File: src/rtl/instruction_pair_buffer.sv
// Fetch-side instruction queue: issues sequential word fetches, buffers returned words with
// their PCs and presents the oldest two entries to the dual-issue scheduler.
module instruction_pair_buffer #(
    parameter int unsigned DEPTH    = 8,
    parameter logic [31:0] RESET_PC = 32'h0000_0000
) (
    input  logic        clk,
    input  logic        rst_n,
    output logic        imem_req,
    output logic [31:0] imem_addr,
    input  logic        imem_ready,
    input  logic        imem_rvalid,
    input  logic [31:0] imem_rdata,
    input  logic        redirect_valid,
    input  logic [31:0] redirect_pc,
    input  logic        freeze1,
    input  logic        freeze2,
    output logic [31:0] instruction0,
    output logic [31:0] instruction1,
    output logic [31:0] pc0,
    output logic [31:0] pc1,
    output logic        nothing_filled
);

    localparam int unsigned PtrW = $clog2(DEPTH);
    localparam int unsigned CntW = PtrW + 1;
    localparam logic [CntW-1:0] DepthCnt = CntW'(DEPTH);

    logic [31:0] instr_mem [DEPTH];
    logic [31:0] pc_mem    [DEPTH];

    logic [PtrW-1:0] head_q, head_d;
    logic [PtrW-1:0] tail_q, tail_d;
    logic [CntW-1:0] count_q, count_d;
    logic [31:0]     fetch_pc_q, fetch_pc_d;
    logic [31:0]     req_pc_q, req_pc_d;
    logic            inflight_q, inflight_d;
    logic            discard_q, discard_d;

    logic            accept;
    logic            push;
    logic            pop;
    logic [CntW-1:0] pop_n;
    logic [CntW-1:0] occupancy;
    logic [PtrW-1:0] head_next_slot;
    logic            unused_redirect_lsb;

    assign unused_redirect_lsb = ^redirect_pc[1:0];

    // Outstanding response counts against capacity so an accepted word always has a slot.
    assign occupancy = count_q + CntW'(inflight_q);
    assign imem_req  = rst_n && !redirect_valid && (occupancy < DepthCnt);
    assign imem_addr = fetch_pc_q;
    assign accept    = imem_req && imem_ready;

    // A response is only legitimate in the cycle after an accepted request.
    assign push = imem_rvalid && inflight_q && !discard_q && !redirect_valid;
    assign pop  = !freeze1 && !freeze2 && (count_q != '0) && !redirect_valid;

    always_comb begin
        pop_n = '0;
        if (pop) begin
            pop_n = (count_q >= CntW'(2)) ? CntW'(2) : count_q;
        end
    end

    always_comb begin
        head_d     = head_q;
        tail_d     = tail_q;
        count_d    = count_q;
        fetch_pc_d = fetch_pc_q;
        req_pc_d   = req_pc_q;
        inflight_d = 1'b0;
        discard_d  = 1'b0;
        if (redirect_valid) begin
            head_d     = '0;
            tail_d     = '0;
            count_d    = '0;
            fetch_pc_d = {redirect_pc[31:2], 2'b00};
            discard_d  = inflight_q;
        end else begin
            head_d  = head_q + pop_n[PtrW-1:0];
            tail_d  = tail_q + PtrW'(push);
            count_d = count_q + CntW'(push) - pop_n;
            if (accept) begin
                fetch_pc_d = fetch_pc_q + 32'd4;
                req_pc_d   = fetch_pc_q;
                inflight_d = 1'b1;
            end
        end
    end

    always_ff @(posedge clk or negedge rst_n) begin
        if (!rst_n) begin
            head_q     <= '0;
            tail_q     <= '0;
            count_q    <= '0;
            fetch_pc_q <= RESET_PC;
            req_pc_q   <= RESET_PC;
            inflight_q <= 1'b0;
            discard_q  <= 1'b0;
        end else begin
            head_q     <= head_d;
            tail_q     <= tail_d;
            count_q    <= count_d;
            fetch_pc_q <= fetch_pc_d;
            req_pc_q   <= req_pc_d;
            inflight_q <= inflight_d;
            discard_q  <= discard_d;
        end
    end

    always_ff @(posedge clk) begin
        if (push) begin
            instr_mem[tail_q] <= imem_rdata;
            pc_mem[tail_q]    <= req_pc_q;
        end
    end

    assign head_next_slot = head_q + PtrW'(1);

    // Empty slots read as zero so the scheduler can disable that lane.
    always_comb begin
        instruction0 = '0;
        pc0          = '0;
        instruction1 = '0;
        pc1          = '0;
        if (count_q != '0) begin
            instruction0 = instr_mem[head_q];
            pc0          = pc_mem[head_q];
        end
        if (count_q >= CntW'(2)) begin
            instruction1 = instr_mem[head_next_slot];
            pc1          = pc_mem[head_next_slot];
        end
    end

    assign nothing_filled = (count_q == '0);

    assert property (@(posedge clk) disable iff (!rst_n) !(push && (count_q == DepthCnt)))
        else $error("instruction_pair_buffer: push into full queue");

endmodule

File: config.mk
export PLATFORM = sky130hd
export DESIGN_NAME = instruction_pair_buffer
export DESIGN_NICKNAME = d
export VERILOG_FILES = /design/src/rtl/instruction_pair_buffer.sv
export SDC_FILE = /design/constraint.sdc
export NUM_CORES = 1
export LEC_CHECK = 0
export ABC_AREA = 1
export CAP_MARGIN = 20
export CORE_AREA = 2 2 268 270
export DETAILED_ROUTE_END_ITERATION = 6
export DIE_AREA = 0 0 270 272
export PLACE_DENSITY = 0.57
export SLEW_MARGIN = 20
export SYNTH_ARGS = -nofsm -noshare
export SYNTH_HDL_FRONTEND = slang
export SYNTH_SLANG_ARGS = --single-unit
File: constraint.sdc
create_clock -name clk -period 7.2 [get_ports clk]
set_input_delay 1.44 -clock clk [delete_from_list [all_inputs] [get_ports clk]]
set_output_delay 1.44 -clock clk [all_outputs]
set_load 0.02 [all_outputs]
### Yosys cells after proc, flatten, opt, wreduce, memory -nomap -nowiden

Memories as Yosys holds them, arrays and structs flattened.
Cells that the tools add are included.

| storage, ports and cells | value |
|---|---|
| bits in registers | 76 |
| bits in latches | 0 |
| RAM bits | 512 |
| memory bits (read-only) | 0 |
| bits of input ports | 71 |
| output and inout bits | 162 |
| word-level logic and storage cells | 52 |
| memories | 2 |

Memory list:

| memory | words | bits a word | rd ports | clocked after memory_dff | wr ports | RTL line | source |
|---|---|---|---|---|---|---|---|
| instr_mem | 8 | 32 | 2 | 0 | 1 | 29 | `logic [31:0] instr_mem [DEPTH];` |
| pc_mem | 8 | 32 | 2 | 0 | 1 | 30 | `logic [31:0] pc_mem [DEPTH];` |

| operators by class | value |
|---|---|
| add/sub/neg operators | 7 |
| $mul | 0 |
| divide/modulo/power cells | 0 |
| magnitude comparators | 2 |
| equality and inequality tests | 0 |
| shift operators | 0 |
| muxes and demuxes | 16 |
| bitwise gates (word level) | 1 |
| reductions and logical operators | 17 |

Operators by type and width:

| cell | number |
|---|---|
| $mux 32 | 6 |
| $add 32x3->32 const B | 1 |
| $mux 4 | 3 |
| $logic_and 1x1->1 | 9 |
| $add 4x1->4 | 2 |
| $mux 3 | 2 |
| $mux 1 | 5 |
| $ge 4x2->1 const B | 1 |
| $logic_not 1->1 | 4 |
| $logic_not 4->1 | 1 |
| $lt 4x4->1 const B | 1 |
| $reduce_bool 4->1 | 1 |
| $sub 4x4->4 | 1 |
| $add 3x1->3 | 1 |
| $add 3x1->3 const B | 1 |
| $add 3x3->3 | 1 |
| $reduce_and 2->1 | 1 |
| $reduce_bool 2->1 | 1 |
| $not 1->1 | 1 |

### Depth between registers and ports, before layout

| logic depth | value |
|---|---|
| word-level depth | 7 |
| gate-level depth with buffers | 13 |
| gate-level depth less buffers | 13 |

### Worst setup path after synthesis

No wires, ideal clock.

| timing path | value |
|---|---|
| path kind | in2reg |
| from | in redirect_valid |
| to | mem instr_mem[6][0], enable pin |
| library setup time | 0.559 ns |
| arrival | 6.451 ns |
| required time | 6.641 ns |
| slack | 0.190 ns |
| stages on the path | 6 |
| path buffers | 1 |
| path through | clkbuf_1 -> nor2_1 -> and3_1 -> inv_1 -> or2_2 -> nor3_1 |

| between the ends | value |
|---|---|
| cells in the longest elaborated chain, start to end | 4 |

Ends and longest elaborated chain:

| what | RTL line | source |
|---|---|---|
| start: declaration | 14 | `input logic redirect_valid,` |
| $logic_not 1->1 | 57 | `assign push = imem_rvalid && inflight_q && !discard_q && !redirect_valid;` |
| $logic_and 1x1->1 | 57 |  |
| $mux 1 | 114 | `if (push) begin` |
| $mux 1 (implied by the code) | 115 | `instr_mem[tail_q] <= imem_rdata;` |
| end: declaration | 29 |  |

No other way between the ends.

### Worst setup path after layout

| timing path | value |
|---|---|
| from | reg head_q[0] |
| to | out instruction1[3] |

| between the ends | value |
|---|---|
| cells in the longest elaborated chain, start to end | 3 |

Ends and longest elaborated chain:

| what | RTL line | source |
|---|---|---|
| start: declaration | 32 | `logic [PtrW-1:0] head_q, head_d;` |
| start signal: assignment | 95 | `head_q <= '0;` |
| start signal: assignment | 103 | `head_q <= head_d;` |
| $add 3x1->3 | 120 | `assign head_next_slot = head_q + PtrW'(1);` |
| $mem_v2 8x32 | - |  |
| $mux 32 | 132 | `if (count_q >= CntW'(2)) begin` |
| end: declaration | 19 | `output logic [31:0] instruction1,` |

No other way between the ends.

==> run_results.csv <==
group,metric,value,unit
synthesis,synth_top_area_share,53.03,%
worst_setup_path,cp-end-kind,"primary output",
synthesis,synth_edf_count,496,
synthesis,synthAdderAreaFrac,0.5880,%
sta,period_minus_slack,6.343,ns
sta,post-route-period-util,88.10,%
synthesis,ys_seq_elements,568,
drt,viasPerCell,5.517,
die,die_w,270,um
place,place_congestion,0.8863,
sta,max_slew_margin,24.03,%
die,io_pins,233,
clock_network,cts_buffers,61,
clock_network,path_clk_slew,0.06,ns
synthesis,yosysTopAreaCell,"edfxtp_1",
power_and_ir_drop,p_int,0.005533,W
clock_network,hold_buffers,0,
synthesis,async_flop_share,12.68,%
sta,tightest_slew,1.140,ns
synthesis,synth_cell_type_count,33,
power_and_ir_drop,p_sw,0.001579,W
synthesis,syn_area,28090,um^2
synthesis,syn-instance-count,3001,
worst_setup_path,cp.required,5.76,ns
drt,antenna_left,0,
place,pre_cts_slack,1.590,ns
synthesis,synth_compound_area_share,15.22,%
global_routing,antenna_found_initial,3,
drt,drt_wl_total,83850,um
drt,vias,22674,
power_and_ir_drop,p_clk_share,41.7,%
worst_setup_path,critPathMaxFanout,74,
global_routing,grt_pass1_vias,22373,
synthesis,synthSimpleGateAreaFrac,18.34,%
synthesis,synth_xor_area_share,0.3074,%
worst_setup_path,crit_arrival,4.90,ns
sta,hold_violations,0,
clock_network,cts-root-buf,"clkbuf_16",
clock_network,numClockSinks,568,
synthesis,synth_top_family_by_area,"simple AND/OR/NAND/NOR gates",
clock_network,cts_max_path_buffers,3,
sta,final.setup.worst_slack,0.8570,ns
cells_and_area,fin_util,46.59,%
cells_and_area,fin_cells,4110,
synthesis,synth.most_common_cell,"nand2_1",
power_and_ir_drop,irDropWorstVdd,0.0001982,V
drt,drc,0,
place,portBuffers,224,
synthesis,seq_area_frac_synth,59.44,%
global_routing,grt_usage,22.17,%
drt,drt_pre_antenna_iters,6,
power_and_ir_drop,p_leak,11.98,nW
worst_setup_path,path_class,"flop to primary output",
global_routing,grt_max_degree,216,
sta,fmax,157.7,MHz
cells_and_area,fill_cells,6471,
sta,slew_violations,0,
synthesis,synth_common_cells,"nand2_1 (554), edfxtp_1 (496), nor2_1 (367), o21ai_0 (347), nand3_1 (264)",
drt,drt_iter0_drc,2001,
power_and_ir_drop,power_density,215.7,nW/um^2
synthesis,synthMuxAreaShare,0,%
power_and_ir_drop,switching_share,22.20,%
power_and_ir_drop,pwr-share-seq,53.8,%
power_and_ir_drop,p_comb_share,4.4,%
die,die_height,272,um
die,core_area,70750,um^2
sta,setup_tns,0,ns
flow_run,drv_cap,0,
clock_network,clk-insertion-delay-late,0.63,ns
cells_and_area,finalNetCount,3191,
global_routing,gr-total-overflow,0,
worst_setup_path,r2r_slack,3.62,ns
synthesis,ys_warn_count,0,
die,num_rows,98,
clock_network,post_cts_buffers,0,
synthesis,synth.area.top_cells,"edfxtp_1 (53%), nand2_1 (7.4%), dfrtp_1 (6.4%)",
clock_network,cts_tree,"built",
synthesis,synth_flop_cell,"edfxtp_1",
sta,grt_setup_unrepaired,"no",
global_routing,grt_pass1_wl,126500,um
place,dp_hpwl,47180,um
cells_and_area,drive_gt1_share,4.466,%
die,die-area,73440,um^2
worst_setup_path,critPathLaunchType,"flop",
synthesis,avgSynthCellArea,9.360,um^2
drt,routedWlPerCell,20.40,um
sta,fin_skew,0.02145,ns
min_path,min_path_type,"flop to flop",
die,start_util,39.70,%
clock_network,htree_levels,2,
place,numPlacedInstances,3995,
cells_and_area,areaGrowthSynthToFinish,17.36,%
sta,setup_violations,0,
clock_network,post_cts_resized,0,
status,status,"finished, final reports clean",
==> cells in the final DEF (no fill, tap or decap), types with 7 or more instances in the layout <==
master / count
nor3_1: 64
o21ai_1: 11
clkinv_1: 15
o22ai_1: 60
a21oi_1: 198
o211ai_1: 62
nor2_1: 360
buf_12: 9
ha_1: 9
buf_4: 31
clkdlybuf4s50_1: 223
clkbuf_16: 63
clkbuf_1: 21
o211a_1: 60
edfxtp_1: 496
nand3_1: 263
clkinv_2: 7
inv_1: 178
o21ai_0: 347
dfrtp_1: 69
nand2_1: 554
==> power groups by stage <==
stage	clock network (W)	logic (W)	registers [W]
floorplan	0	0.000132	0.00386
global placement	0	0.000313	0.00389
detailed placement	0	0.000317	0.00389
CTS	0.00303	0.000319	0.00382
finish	0.00297	0.000315	0.00383
global route	0.00315	0.000350	0.00384
==> worst paths after layout <==
path	from	end	cells past startpoint
worst min-delay path	inflight_q	discard_q	2
worst max-delay path	head_q[0]	instruction1[3]	7
worst max register to register	count_q[2]	count_q[3]	13
max in group asynchronous	rst_n	head_q[1]	1
min in group asynchronous	rst_n	imem_addr[21]	1
worst min register to register	inflight_q	discard_q	2
==> layout make-up <==
type	instances	area [um^2]	share of cell area, %
flip-flops and latches	568	16710	50.69
repair buffers	265	2668	8.093
inverters	182	701.9	2.129
clock inverters	25	187.7	0.5694
well taps	950	1189	3.606
diodes	3	7.507	0.02277
clock buffers	87	1697	5.147
multi-input cells	2030	9806	29.75
==> metal layers <==
metal	vias to the layer above	share of wire, %	global-route usage (%)	wire length, um
met5	-	0	0	0
li1	10675	-	-	-
met4	0	2.7	7.544	2276
met3	172	7.1	3.958	5971
met1	10938	42	28.33	35370
met2	889	48	37.99	40220
==> per-stage QoR <==
stage          instance area [um^2]  total power, W  hold slack (ns)
2_1_floorplan                 28110        0.003994           0.4512
3_3_place_gp                  31060        0.004200           0.4700
5_1_grt                       32960        0.007339           0.5153
6_report                      32960        0.007112           0.4905
3_5_place_dp                  31060        0.004209           0.4752
4_1_cts                       32940        0.007172           0.4908
==> worst max-delay path: stages, from the launching register on <==
cell and delay, ns:
dfrtp_4 0.69, ha_4 0.36, buf_4 0.67, buf_4 0.99
o211ai_1 0.20, o211a_1 0.19, nor3_1 0.42, clkdlybuf4s50_1 0.71
==> cell families (layout without fill, tap and decap cells) <==
logic type / Yosys count / after routing
AOI/OAI and AO/OA: 745 / 745
xor gates and xnor gates: 9 / 9
adders and majority gates: 12 / 12
buffers and inverters: 408 / 559
DFF: 568 / 568
other: 1 / 9
and+or+nand+nor: 1258 / 1258
==> sequential cells by signal (all words and copies together) (netlist names) <==
signal	count
pc_mem	240
discard_q	1
tail_q	3
imem_addr	30
head_q	3
inflight_q	1
req_pc_q	30
instr_mem	256
count_q	4
(Power assumes the default switching activity.)
